<file path="config.mk">
export PLATFORM = sky130hd
export DESIGN_NAME = vga_timing_gen
export DESIGN_NICKNAME = d
export VERILOG_FILES = /design/src/rtl/vga_timing_pkg.sv /design/src/rtl/vga_sync_delay.sv /design/src/rtl/vga_timing_gen.sv
export SDC_FILE = /design/constraint.sdc
export NUM_CORES = 1
export LEC_CHECK = 0
export BUFFER_PORTS_ARGS = -buffer_cell sky130_fd_sc_hd__buf_2
export CAP_MARGIN = 10
export CORE_ASPECT_RATIO = 0.7
export CORE_MARGIN = 8
export CORE_UTILIZATION = 50
export CTS_BUF_LIST = sky130_fd_sc_hd__clkbuf_4
export DETAILED_ROUTE_END_ITERATION = 6
export GPL_TIMING_DRIVEN = 0
export PLACE_DENSITY = 0.74
export SLEW_MARGIN = 20
export SYNTH_ARGS = -nofsm -noshare
export SYNTH_HDL_FRONTEND = slang
export SYNTH_SLANG_ARGS = --single-unit
</file>
<file path="constraint.sdc">
create_clock -name vga_clk -period 3 [get_ports vga_clk]
set_input_delay 0.15 -clock vga_clk [delete_from_list [all_inputs] [get_ports vga_clk]]
set_output_delay 0.15 -clock vga_clk [all_outputs]
set_load 0.05 [all_outputs]
</file>
<file path="src/rtl/vga_timing_pkg.sv">
// Shared VGA timing constants and coordinate type for the 640x480@60Hz raster.
package vga_timing_pkg;

  localparam int COORD_W     = 10;
  localparam int COORD_LIMIT = 1 << COORD_W;

  typedef logic [COORD_W-1:0] coord_t;

  localparam int H_VISIBLE_DEF = 640;
  localparam int H_FP_DEF      = 16;
  localparam int H_SYNC_DEF    = 96;
  localparam int H_BP_DEF      = 48;
  localparam int V_VISIBLE_DEF = 480;
  localparam int V_FP_DEF      = 10;
  localparam int V_SYNC_DEF    = 2;
  localparam int V_BP_DEF      = 33;

  localparam int H_TOTAL_DEF    = H_VISIBLE_DEF + H_FP_DEF + H_SYNC_DEF + H_BP_DEF;
  localparam int V_TOTAL_DEF    = V_VISIBLE_DEF + V_FP_DEF + V_SYNC_DEF + V_BP_DEF;
  localparam int HS_START_DEF   = H_VISIBLE_DEF + H_FP_DEF;
  localparam int HS_END_DEF     = HS_START_DEF + H_SYNC_DEF;
  localparam int VS_START_DEF   = V_VISIBLE_DEF + V_FP_DEF;
  localparam int VS_END_DEF     = VS_START_DEF + V_SYNC_DEF;

  // Active-low sync level: low only while pos lies in [start, stop).
  function automatic logic sync_level(input int pos, input int start, input int stop);
    return !((pos >= start) && (pos < stop));
  endfunction

endpackage

</file>
<file path="src/rtl/vga_sync_delay.sv">
// WIDTH x DEPTH shift register that keeps sync/blank aligned with the pixel
// colour path; DEPTH = 0 collapses to a wire.
module vga_sync_delay #(
  parameter int               WIDTH   = 3,
  parameter int               DEPTH   = 2,
  parameter logic [WIDTH-1:0] RST_VAL = '0
) (
  input  logic             clk,
  input  logic             rst_n,
  input  logic [WIDTH-1:0] din,
  output logic [WIDTH-1:0] dout
);

  if (DEPTH == 0) begin : g_pass
    logic unused_clk_rst;
    assign unused_clk_rst = clk ^ rst_n;
    assign dout = din;
  end else begin : g_pipe
    logic [WIDTH-1:0] stage_q [DEPTH];
    logic [WIDTH-1:0] stage_d [DEPTH];

    // Each stage takes the previous one; stage 0 takes the raw input.
    always_comb begin
      stage_d[0] = din;
      for (int i = 1; i < DEPTH; i++) begin
        stage_d[i] = stage_q[i-1];
      end
    end

    // Stage registers reset to the idle level so no sync glitch leaks out.
    always_ff @(posedge clk or negedge rst_n) begin
      if (!rst_n) begin
        for (int i = 0; i < DEPTH; i++) begin
          stage_q[i] <= RST_VAL;
        end
      end else begin
        for (int i = 0; i < DEPTH; i++) begin
          stage_q[i] <= stage_d[i];
        end
      end
    end

    assign dout = stage_q[DEPTH-1];
  end

endmodule

</file>
<file path="src/rtl/vga_timing_gen.sv">
// VGA raster timing: pixel/line counters, blanking, delayed syncs, strobes
// and a free-running completed-frame counter.
module vga_timing_gen
  import vga_timing_pkg::*;
#(
  parameter int H_VISIBLE  = H_VISIBLE_DEF,
  parameter int H_FP       = H_FP_DEF,
  parameter int H_SYNC     = H_SYNC_DEF,
  parameter int H_BP       = H_BP_DEF,
  parameter int V_VISIBLE  = V_VISIBLE_DEF,
  parameter int V_FP       = V_FP_DEF,
  parameter int V_SYNC     = V_SYNC_DEF,
  parameter int V_BP       = V_BP_DEF,
  parameter int PIPE_DELAY = 2
) (
  input  logic        vga_clk,
  input  logic        Reset_n,
  output logic [9:0]  DrawX,
  output logic [9:0]  DrawY,
  output logic        blank,
  output logic        blank_d,
  output logic        hs,
  output logic        vs,
  output logic        line_start,
  output logic        frame_start,
  output logic [15:0] frame_count
);

  localparam int H_TOTAL  = H_VISIBLE + H_FP + H_SYNC + H_BP;
  localparam int V_TOTAL  = V_VISIBLE + V_FP + V_SYNC + V_BP;
  localparam int HS_START = H_VISIBLE + H_FP;
  localparam int HS_END   = HS_START + H_SYNC;
  localparam int VS_START = V_VISIBLE + V_FP;
  localparam int VS_END   = VS_START + V_SYNC;

  localparam coord_t H_LAST = coord_t'(H_TOTAL - 1);
  localparam coord_t V_LAST = coord_t'(V_TOTAL - 1);

  if ((H_TOTAL > COORD_LIMIT) || (V_TOTAL > COORD_LIMIT)) begin : g_bad_total
    $fatal(1, "vga_timing_gen: H_TOTAL/V_TOTAL exceed 10-bit counter range");
  end

  if ((PIPE_DELAY < 0) || (PIPE_DELAY > 8)) begin : g_bad_delay
    $fatal(1, "vga_timing_gen: PIPE_DELAY must be in 0..8");
  end

  coord_t      hc_q, hc_d;
  coord_t      vc_q, vc_d;
  logic [15:0] frame_count_q, frame_count_d;
  logic        hs_raw, vs_raw;

  // Advance the raster: pixel every clock, line at end of row, frame tally
  // on the very last pixel so it lands together with the next frame_start.
  always_comb begin
    hc_d          = hc_q + coord_t'(1);
    vc_d          = vc_q;
    frame_count_d = frame_count_q;
    if (hc_q == H_LAST) begin
      hc_d = '0;
      if (vc_q == V_LAST) begin
        vc_d          = '0;
        frame_count_d = frame_count_q + 16'd1;
      end else begin
        vc_d = vc_q + coord_t'(1);
      end
    end
  end

  // Counter registers; reset aborts the frame and restarts at pixel (0,0).
  always_ff @(posedge vga_clk or negedge Reset_n) begin
    if (!Reset_n) begin
      hc_q          <= '0;
      vc_q          <= '0;
      frame_count_q <= '0;
    end else begin
      hc_q          <= hc_d;
      vc_q          <= vc_d;
      frame_count_q <= frame_count_d;
    end
  end

  // Undelayed decode of visible region, raw syncs and strobes.
  always_comb begin
    blank       = (int'(hc_q) < H_VISIBLE) && (int'(vc_q) < V_VISIBLE);
    hs_raw      = sync_level(int'(hc_q), HS_START, HS_END);
    vs_raw      = sync_level(int'(vc_q), VS_START, VS_END);
    line_start  = (hc_q == '0);
    frame_start = (hc_q == '0) && (vc_q == '0);
  end

  assign DrawX       = hc_q;
  assign DrawY       = vc_q;
  assign frame_count = frame_count_q;

  vga_sync_delay #(
    .WIDTH   (3),
    .DEPTH   (PIPE_DELAY),
    .RST_VAL (3'b110)
  ) u_sync_delay (
    .clk   (vga_clk),
    .rst_n (Reset_n),
    .din   ({hs_raw, vs_raw, blank}),
    .dout  ({hs, vs, blank_d})
  );

endmodule
</file>
**After elaboration in Yosys (flattened, before gate mapping)**

Index checks and enable logic that the tools add are counted.

- $mul: 0
- Div/mod/pow operators: 0
- Order comparisons: 6
- Shift-type cells: 0
- Reductions and logical operators: 9
- Bitwise gates (word level): 0
- Add/subtract/negate cells: 3
- Multiplexer cells: 2
- Eq/ne operators: 2

Operator list:

| operator | count |
|---|---|
| $add 10x1->10 const B | 2 |
| $eq 10x10->1 const B | 2 |
| $logic_not 10->1 | 2 |
| $lt 10x10->1 const B | 2 |
| $lt 10x9->1 const B | 2 |
| $mux 10 | 2 |
| $add 16x1->16 const B | 1 |
| $ge 10x10->1 const B | 1 |
| $ge 10x9->1 const B | 1 |
| $logic_and 1x1->1 | 4 |
| $logic_not 1->1 | 2 |
| $reduce_and 2->1 | 1 |

- Memories kept: 0
- Bits in registers: 42
- Memory bits (read-only): 0
- Output and inout bits: 42
- Bits of input ports: 2
- Bits in latches: 0
- Memory bits (writable): 0

**Depth between registers and ports, before layout**

Gate-level depths: netlist of the first run.

- Depth in word-level cells: 3
- Mapped depth: 7

**Modules after synthesis**

A second synthesis of the first run with hierarchy kept.

- Cell total of the unflattened synthesis: 188
- Area, all modules: 2085.8 um2

Modules (own cells, without submodules):

| module | area each (um2) | cells an instance | instances |
|---|---|---|---|
| vga_timing_gen | 1930.6 | 182 | 1 |
| vga_sync_delay | 155.1 | 6 | 1 |

**Worst setup path before layout of the first run**

Ideal clock, no wire load.

- Path kind: register to output
- From: reg hc_q[4] (netlist: DrawX[4])
- To: out frame_start
- Cell stages (with the launch flop): 4
- Data arrival time: 3.456 ns
- Path buffers: 0
- Data required time: 2.850 ns
- Slack: -0.606 ns
- Cells stage by stage: dfrtp_1 > or4_1 > nor4_1 > and4_1

- Longest elaborated chain between the ends: 2

RTL lines:

| what | RTL line | RTL |
|---|---|---|
| start: declaration | vga_timing_gen.sv:47 | `coord_t hc_q, hc_d;` |
| start signal: assignment | vga_timing_gen.sv:72 | `hc_q <= '0;` |
| start signal: assignment | vga_timing_gen.sv:76 | `hc_q <= hc_d;` |
| $logic_not 10->1 | -- |  |
| net line_start | vga_timing_gen.sv:24 | `output logic line_start,` |
| $logic_and 1x1->1 | vga_timing_gen.sv:88 | `frame_start = (hc_q == '0) && (vc_q == '0);` |
| end: declaration | vga_timing_gen.sv:25 | `output logic frame_start,` |

The timed path passes the listed nets, and every way through them passes these cells.

**Final worst setup path of the first run**

- From: reg vc_q[0] (netlist: DrawY[0])
- To: reg frame_count_q[1] (netlist: frame_count[1])

- Longest elaborated chain between the ends: 2

RTL lines:

| what | RTL line | RTL |
|---|---|---|
| start: declaration | vga_timing_gen.sv:48 | `coord_t vc_q, vc_d;` |
| start signal: assignment | vga_timing_gen.sv:77 | `vc_q <= vc_d;` |
| $eq 10x10->1 | vga_timing_gen.sv:60 | `if (vc_q == V_LAST) begin` |
| $reduce_and 2->1 (no source line) | -- |  |
| end signal: assignment | vga_timing_gen.sv:78 | `frame_count_q <= frame_count_d;` |
| end: declaration | vga_timing_gen.sv:49 | `logic [15:0] frame_count_q, frame_count_d;` |

Every way passes these cells.
A chain may end at the register's enable or synchronous reset.

==> results of run 1 <==
[worst paths after layout]
check / from / endpoint / cells after the start
max: DrawY[0] / frame_count[1] / 6
min: u_sync_delay.g_pipe.stage_d[2] / u_sync_delay.dout[2] / 0
max reg2reg: DrawY[0] / frame_count[1] / 6
min reg2reg: u_sync_delay.g_pipe.stage_d[2] / u_sync_delay.dout[2] / 0
max in group asynchronous: Reset_n / DrawX[6] / 2
min in group asynchronous: Reset_n / DrawX[0] / 2
[critical path, cell delays in order (launching register included)]
cell,delay (ps)
dfrtp_1,460
inv_1,120
ha_1,140
nor4b_1,650
nand3_1,510
nor2_2,260
mux2_1,340
[what timing repair did]
action                                  CTS  global route
hold buffers                              1             0
endpoints found under the setup margin    0             0
hold endpoints to repair                 38             0
[layout by cell type, fill, tap and decap left out, types with 3 or more instances in the layout]
master    netlist  final
buf_2           2     45
nand3_1        11     11
xnor2_1        17     17
xor2_1          8      8
and2_1          3      3
nor2_1          9      9
dfrtp_1        38     38
inv_1           9      9
or3_1           3      3
and4_1          4      4
nand4_1        19     19
o21ai_0        10     10
and3_1          6      6
clkbuf_4        0      6
dfstp_2         4      4
ha_1            5      5
nand2_1         7      7
nor3_1          5      5
[metrics by stage]
step           std cells  hold WS [ps]  area (um^2)  worst slack, ps
5_1_grt              287           342         2350              160
3_5_place_dp         278           339         2280              479
3_3_place_gp         278           333         2280              538
6_report             287           354         2350              407
4_1_cts              287           351         2350              447
2_1_floorplan        183          -146         2000             35.1
[state kept, by name (all words and copies together), names as in the netlist]
register and cells:
frame_count 16, DrawX 10, DrawY 10, u_sync_delay.dout 3, u_sync_delay.g_pipe.stage_d 3
[metal layers]
layer / track usage (%) / wire (um) / up-vias
met2: 23.0 / 1960 / 50
met1: 19.5 / 2120 / 805
met5: 0 / 0 / -
li1: - / - / 775
met3: 5.08 / 314 / 7
met4: 6.29 / 63 / 0
[cells by family (layout without fill, tap and decap cells)]
kind of cell               after synthesis  count (layout)  synth area share, %
adders and majority gates                5               5                 3.14
DFF                                     42              42                 53.0
AOI/OAI and AO/OA                       18              18                 5.40
muxes                                    1               1                0.565
xor gates and xnor gates                25              25                 11.0
and+or+nand+nor                         80              80                 24.2
buffers and inverters                   12              64                 2.76
[area by class of cell]
type                       instances  area (um^2)  share of cell area (%)
sequential                        42         1060                    45.0
multi-input combinational        129          888                    37.8
timing repair buffer              44          225                    9.59
inverter                           9         33.8                    1.44
tap                               52         65.1                    2.77
buffer                             3         21.3                   0.906
clock inverter                     2         13.8                   0.586
clock buffer                       6         45.0                    1.92
[power groups by stage]
| stage | Clock, mW | Sequential, mW | Combinational (mW) |
|---|---|---|---|
| 2_1_floorplan | 0 | 0.577 | 0.000000323 |
| 3_3_place_gp | 0 | 0.577 | 0.0117 |
| 3_5_place_dp | 0 | 0.577 | 0.0119 |
| 4_1_cts | 0.296 | 0.566 | 0.0128 |
| 5_1_grt | 0.319 | 0.567 | 0.0144 |
| 6_report | 0.286 | 0.566 | 0.0116 |
==> reports/qor.yml, run 1 <==
outcome:
  status: "finished, final reports clean"
sta:
  tightest_slew_ps: 905
  finalCritPeriodShare_pct: 86.4
  min_period_ps: 2590
  slew_headroom_pct: 39.7
  setup_viol: 0
  hold_viol_final: 0
  rsz0062_at_grt: "no"
  setup_tns_ps: 0
  fin_skew_ps: 14.8
  fmax_mhz: 386
  drv_slew: 0
logic_synthesis:
  synthesis.nets: 190
  synth_ff_type: "dfrtp_1"
  synth_commonest_cells: "dfrtp_1 (38), nand4_1 (19), xnor2_1 (17)"
  netlist.area_leader.share_pct: 47.7
  ys_warn_count: 0
  yosys.area.top_type: "dfrtp_1"
  synth_edf_count: 0
  syn_area_mm2: 0.00199
  synth.yosys.seq_area_share_pct: 53.0
  synth_area_leaders: "dfrtp_1 (48%), xnor2_1 (7.5%), nand4_1 (6.0%), dfstp_2 (5.3%), xor2_1 (3.5%)"
  yosysMostFrequentCell: "dfrtp_1"
  synthCells: 183
  yosysUniqueCellTypes: 35
  async_flop_share_pct: 100
  ys_ff_latch: 42
  avgSynthCellArea_um2: 10.9
detailed_routing:
  wl_per_cell_um: 15.5
  drt_pass1_iterations: 4
  drcViolationCount: 0
  vias: 1637
  drtAntennaViolNets: 0
  drt-total-wl_mm: 4.45
  vias_per_cell: 5.70
  drt_iter0_markers: 81
cts:
  clk_latency_ps: 360
  htreeDepth: 2
  path_clk_slew_ps: 130
  cts_resized: 0
  clockRootBuffer: "clkbuf_4"
  numCtsBuffers: 5
  cts_setup_buffers: 0
  cts_tree: "yes"
  cts_sinks: 42
  cts_buffer_depth: 2
placement:
  globalplace.congestion: 0.851
  dp_hpwl_mm: 3.25
  io_buffers: 43
setup_path:
  path_class: "flip-flop to flip-flop"
  cp_max_fo: 9
  cp-start-kind: "flip-flop"
  worstSetupEndpointType: "flip-flop"
  critPathRequiredTime_ps: 3240
  worst_ep_arrival_time_ps: 2840
  reg2reg_slack_ps: 410
global_routing:
  grt_util_all_layers_pct: 15.1
  grt_pass1_vias: 1616
  grt_max_degree: 43
  grt_pass1_wl_mm: 7.60
  grt_antenna_before_repair: 0
  gr-total-overflow: 0
pwr:
  intPower_uw: 669
  p_sw_uw: 195
  leakage_nw: 1.13
  seqPwrFrac_pct: 65.6
  ir_drop_mv: 0.260
  power_frac_comb_pct: 1.3
  switching_share_pct: 22.6
  pwr-share-clk_pct: 33.1
  p_total_uw: 864
  power.density_mw_per_mm2: 368
finish:
  final_nets: 241
  diodes: 0
  final.fill_count: 336
  drive_above_1_share_pct: 27.2
  post-route-util_pct: 60.6
  area.growth.synth_to_final_pct: 17.8
min_path:
  min_path_type: "flip-flop to flip-flop"
die:
  die_w_um: 91.5
  die_h_um: 68.8
  core-area_mm2: 0.00387
  rows: 19
  initial_core_util_pct: 51.4
  die_area_mm2: 0.00630
  pin_count: 44
job:
  maxCapViolations: 0
(Power assumes the default switching activity.)
==> inputs of run 2 (changes only) <==
==> constraint.sdc (replaced) <==
create_clock -name vga_clk -period 3 [get_ports vga_clk]
set_input_delay 0.15 -clock vga_clk [delete_from_list [all_inputs] [get_ports vga_clk]]
set_output_delay 0.15 -clock vga_clk [all_outputs]
set_load 0.02 [all_outputs]
==> run 2 against run 1 <==
- maximum frequency is 3.5% higher
- cell count stayed put
- worst setup slack better by 87 ps
- register-to-register slack better by 90 ps
- cell area is 0.75% higher
- die area stayed put
- sequential power hardly changed
- largest cell class unchanged
- highest routed layer unchanged
==> reports/qor.yml, run 2 (synthesized netlist as in run 1, its figures left out) <==
placement:
  globalplace.congestion: 0.827
  io_buffers: 43
  place_area_mm2: 0.00227
  dp_hpwl_mm: 3.22
finish:
  most-common-layout-cells: "buf_2 (45), dfrtp_1 (38), nand4_1 (19)"
  drive_above_1_share_pct: 26.8
  area.growth.synth_to_final_pct: 18.7
  final_nets: 241
  diodes: 0
  final_cell_area_mm2: 0.00237
  layout_commonest_cell: "buf_2"
  final.fill_count: 325
  largest_reg_flops: 16
die:
  die_h_um: 68.8
  die_w_um: 91.5
  rows: 19
  pin_count: 44
  die_area_mm2: 0.00630
  core-area_mm2: 0.00387
  initial_core_util_pct: 51.4
setup_path:
  cp_max_fo: 9
  r2r_start: "DrawY[0]"
  worst_ep_arrival_time_ps: 2740
  path_class: "flip-flop to flip-flop"
  worstSetupEndpointType: "flip-flop"
  r2r_cells: 6
  cp-start-kind: "flip-flop"
  critPathRequiredTime_ps: 3230
  reg2reg_slack_ps: 490
  slowest_delay_ps: 590
  r2r-end: "frame_count[1]"
  crit_chain: "inv_1 > ha_1 > nor4b_1 > nand3_1 > nor2_2 > mux2_1"
  slowest_stage: "nor4b_1"
sta:
  rsz0062_at_grt: "no"
  tightest_slew_ps: 884
  min_period_ps: 2510
  finalCritPeriodShare_pct: 83.6
  setup_tns_ps: 0
  slew_headroom_pct: 41.1
  fin_skew_ps: 3.14
  setup_viol: 0
  hold_viol_final: 0
  drv_slew: 0
  fmax_mhz: 399
detailed_routing:
  drt_pass1_iterations: 4
  drtAntennaViolNets: 0
  drt-total-wl_mm: 4.31
  vias_per_cell: 5.47
  vias: 1570
  wl_per_cell_um: 15.0
  drcViolationCount: 0
  drt_iter0_markers: 82
cts:
  cts_sinks: 42
  cts_resized: 0
  cts_buffer_depth: 2
  cts_tree: "yes"
  htreeDepth: 2
  clockRootBuffer: "clkbuf_4"
  clk_latency_ps: 330
  numCtsBuffers: 5
  path_clk_slew_ps: 110
global_routing:
  grt_pass1_wl_mm: 7.26
  grt_util_all_layers_pct: 14.5
  grt_pass1_vias: 1516
  grt_max_degree: 43
  grt_antenna_before_repair: 0
  gr-total-overflow: 0
pwr:
  ir_drop_mv: 0.370
  p_total_uw: 941
  leakage_nw: 1.14
  power.density_mw_per_mm2: 398
min_path:
  whs_path_depth: 0
  min_to: "u_sync_delay.dout[0]"
  min_path_type: "flip-flop to flip-flop"
  min_from: "u_sync_delay.g_pipe.stage_d[0]"
outcome:
  status: "finished, final reports clean"
job:
  maxCapViolations: 0
==> run 2: changes by cell type in the layout (fill, tap and decap cells not counted), sizes merged <==
cell    before  now
clkbuf       6    7
bufinv       0    1
clkinv       2    0
==> run 2: timing repair <==
action / in CTS / in global routing
hold endpoints to repair: 38 / 0
hold buffers: 1 / 0
buffers inserted: 0 / 0
==> run 2: layout make-up <==
class                           count  area (um^2)  area share [%]
Sequential cell                    42         1060            44.6
Multi-Input combinational cell    129          882            37.3
Timing Repair Buffer               44          225            9.52
Tap cell                           52         65.1            2.75
Clock buffer                        7         52.6            2.22
Inverter                            9         33.8            1.43
Clock inverter                      1         30.0            1.27
Buffer                              3         21.3           0.899
==> run 2: stage by stage <==
stage / hold WS [ps] / util (%) / instances / setup WS, ps
detailed placement: 333 / 58.7 / 278 / 555
global route: 374 / 61.1 / 287 / 306
CTS: 365 / 61.1 / 287 / 531
global placement: 331 / 58.7 / 278 / 538
floorplan: -146 / - / 183 / 653
finish: 361 / 61.1 / 287 / 493
==> run 2: worst max-delay path: cells and delay by family (launching register included) <==
family	cells	cell delay [ps]
AND/OR/NAND/NOR	3	1360
flip-flops	1	450
multiplexers	1	330
adder cells (fa/ha/maj)	1	150
buffers and inverters	1	120
==> run 2: how the worst max path moves through the flow <==
stage             start        endpoint  depth (start not counted)  slack (ps)
2_1_floorplan  DrawX[4]     frame_start                          3         650
3_3_place_gp   DrawY[0]  frame_count[1]                          6         540
3_5_place_dp   DrawY[0]  frame_count[1]                          6         560
4_1_cts        DrawY[0]  frame_count[1]                          6         530
5_1_grt        DrawY[0]  frame_count[1]                          6         310
6_report       DrawY[0]  frame_count[1]                          6         490
==> run 2: report_power, final <==
| part | internal (mW) | switching, mW |
|---|---|---|
| sequential | 0.566 | 0 |
| clock | 0.195 | 0.169 |
| combinational | 0.00129 | 0.0102 |
| total | 0.762 | 0.179 |
==> run 2: layer usage <==
layer	vias to the layer above	wire length [um]	GRT usage (%)
li1	768	-	-
met1	744	2060	19.3
met2	56	1890	22.0
met3	2	336	5.08
met4	0	19	4.26
met5	-	0	0
==> inputs of run 3 (changes only) <==
==> constraint.sdc (replaced) <==
create_clock -name vga_clk -period 2.35 [get_ports vga_clk]
set_input_delay 0.1175 -clock vga_clk [delete_from_list [all_inputs] [get_ports vga_clk]]
set_output_delay 0.1175 -clock vga_clk [all_outputs]
set_load 0.02 [all_outputs]
==> run 3 against run 2 <==
- via count is 1.3% higher
- sequential power increased by 28%
- critical path depth fell by 2
- sequential cell count unchanged
- power rose by 28%
- combinational power rose by 27%
- global-route usage up 0.075 points
- sequential share of layout area down 0.44 points
- wire length up 0.58%
- first-iteration DRC count down 11%
- critical endpoint is now frame_start
- largest cell class unchanged
==> reports/qor.yml, run 3 (synthesized netlist as in run 1, its figures left out) <==
finish:
  multi_input_area_um2: 906
  area.growth.synth_to_final_pct: 19.9
  final_nets: 241
  drive_above_1_share_pct: 28.1
  layout_commonest_cell: "buf_2"
  final.fill_count: 325
  largest_reg_flops: 16
  regArea_mm2: 0.00106
  diodes: 0
  most-common-layout-cells: "buf_2 (45), dfrtp_1 (38), nand4_1 (19)"
detailed_routing:
  drcViolationCount: 0
  drt-total-wl_mm: 4.33
  vias_per_cell: 5.54
  drt_pass1_iterations: 4
  wl_per_cell_um: 15.1
  drtAntennaViolNets: 0
  vias: 1590
  drt_iter0_markers: 73
sta:
  drv_slew: 0
  finalCritPeriodShare_pct: 93.8
  finalHoldWorstSlack_ps: 360
  setup_viol: 0
  fmax_mhz: 454
  rsz0062_at_grt: "no"
  hold_viol_final: 0
  min_period_ps: 2200
  slew_headroom_pct: 41.1
  tightest_slew_ps: 884
  fin_skew_ps: 2.86
die:
  rows: 19
  pin_count: 44
  die_w_um: 91.5
  die_area_mm2: 0.00630
  core-area_mm2: 0.00387
  die_h_um: 68.8
  initial_core_util_pct: 51.4
global_routing:
  grt_pass1_wl_mm: 7.31
  grt_antenna_before_repair: 0
  grt_max_degree: 43
  gr-total-overflow: 0
  grt_pass1_vias: 1538
  grt_util_all_layers_pct: 14.6
cts:
  clockRootBuffer: "clkbuf_4"
  clk_latency_ps: 330
  cts_sinks: 42
  cts_tree: "yes"
  cts_buffer_depth: 2
  path_clk_slew_ps: 110
  htreeDepth: 2
  numCtsBuffers: 5
  cts_setup_buffers: 0
setup_path:
  cp_max_fo: 8
  path_class: "flip-flop to output pin"
  worstSetupEndpointType: "output pin"
  worst_ep_arrival_time_ps: 2090
  cp-start-kind: "flip-flop"
  critPathRequiredTime_ps: 2230
job:
  maxCapViolations: 0
outcome:
  status: "finished, final reports clean"
pwr:
  ir_drop_mv: 0.488
  power.density_mw_per_mm2: 502
  leakage_nw: 1.16
  p_total_mw: 1.20
min_path:
  min_path_type: "flip-flop to flip-flop"
placement:
  io_buffers: 43
  globalplace.congestion: 0.827
  dp_hpwl_mm: 3.22
## run 3: worst paths after layout
path	end	start	cells past startpoint	slack, ps
worst max-delay path	frame_start	DrawX[4]	4	150
worst min-delay path	u_sync_delay.dout[0]	u_sync_delay.g_pipe.stage_d[0]	0	360
worst max register to register	frame_count[15]	DrawX[5]	5	150
worst min register to register	u_sync_delay.dout[0]	u_sync_delay.g_pipe.stage_d[0]	0	360
max in group asynchronous	DrawY[9]	Reset_n	2	1370
min in group asynchronous	DrawX[6]	Reset_n	2	430
## run 3: area by class of cell
type                       instances  area share, %
sequential                        42           44.2
multi-input combinational        129           37.9
timing repair buffer              44           9.42
tap                               52           2.72
clock buffer                       7           2.20
inverter                           9           1.41
clock inverter                     1           1.26
buffer                             3          0.890
## run 3: critical path: stages (launching register included)
cell	delay, ps
dfrtp_1	470
or4_1	560
nor4_2	320
and4_1	240
buf_2	160
## run 3: where the power goes
group / switching (mW) / internal (mW)
Sequential: 0 / 0.723
Combinational: 0.0130 / 0.00165
Clock: 0.214 / 0.249
## run 3: layer usage
layer | part of all wire (%) | track usage, % | vias to the layer above
li1 | - | - | 770
met4 | 0.44 | 4.46 | 0
met1 | 48 | 19.3 | 771
met3 | 7.0 | 5.08 | 2
met5 | 0 | 0 | -
met2 | 45 | 22.2 | 47
## run 3: what timing repair did
| action | CTS | global route |
|---|---|---|
| pin swaps | 0 | 0 |
| endpoints found under the setup margin | 2 | 2 |
| gates cloned | 0 | 0 |
| endpoints found under the hold margin | 38 | 0 |
| hold buffers | 1 | 0 |
| resized for setup | 2 | 2 |
## run 3: per-stage QoR
| step | TNS (ps) | std cells | worst slack, ps | cell area (um^2) | utilization (%) |
|---|---|---|---|---|---|
| after floorplan | 0 | 183 | 35.4 | 1990 | - |
| after global placement | -112 | 278 | -112 | 2270 | 58.7 |
| after detailed placement | -94.6 | 278 | -94.6 | 2270 | 58.7 |
| after CTS | 0 | 287 | 16.6 | 2380 | 61.4 |
| after global routing | 0 | 287 | 53.9 | 2390 | 61.7 |
| final | 0 | 287 | 146 | 2390 | 61.7 |
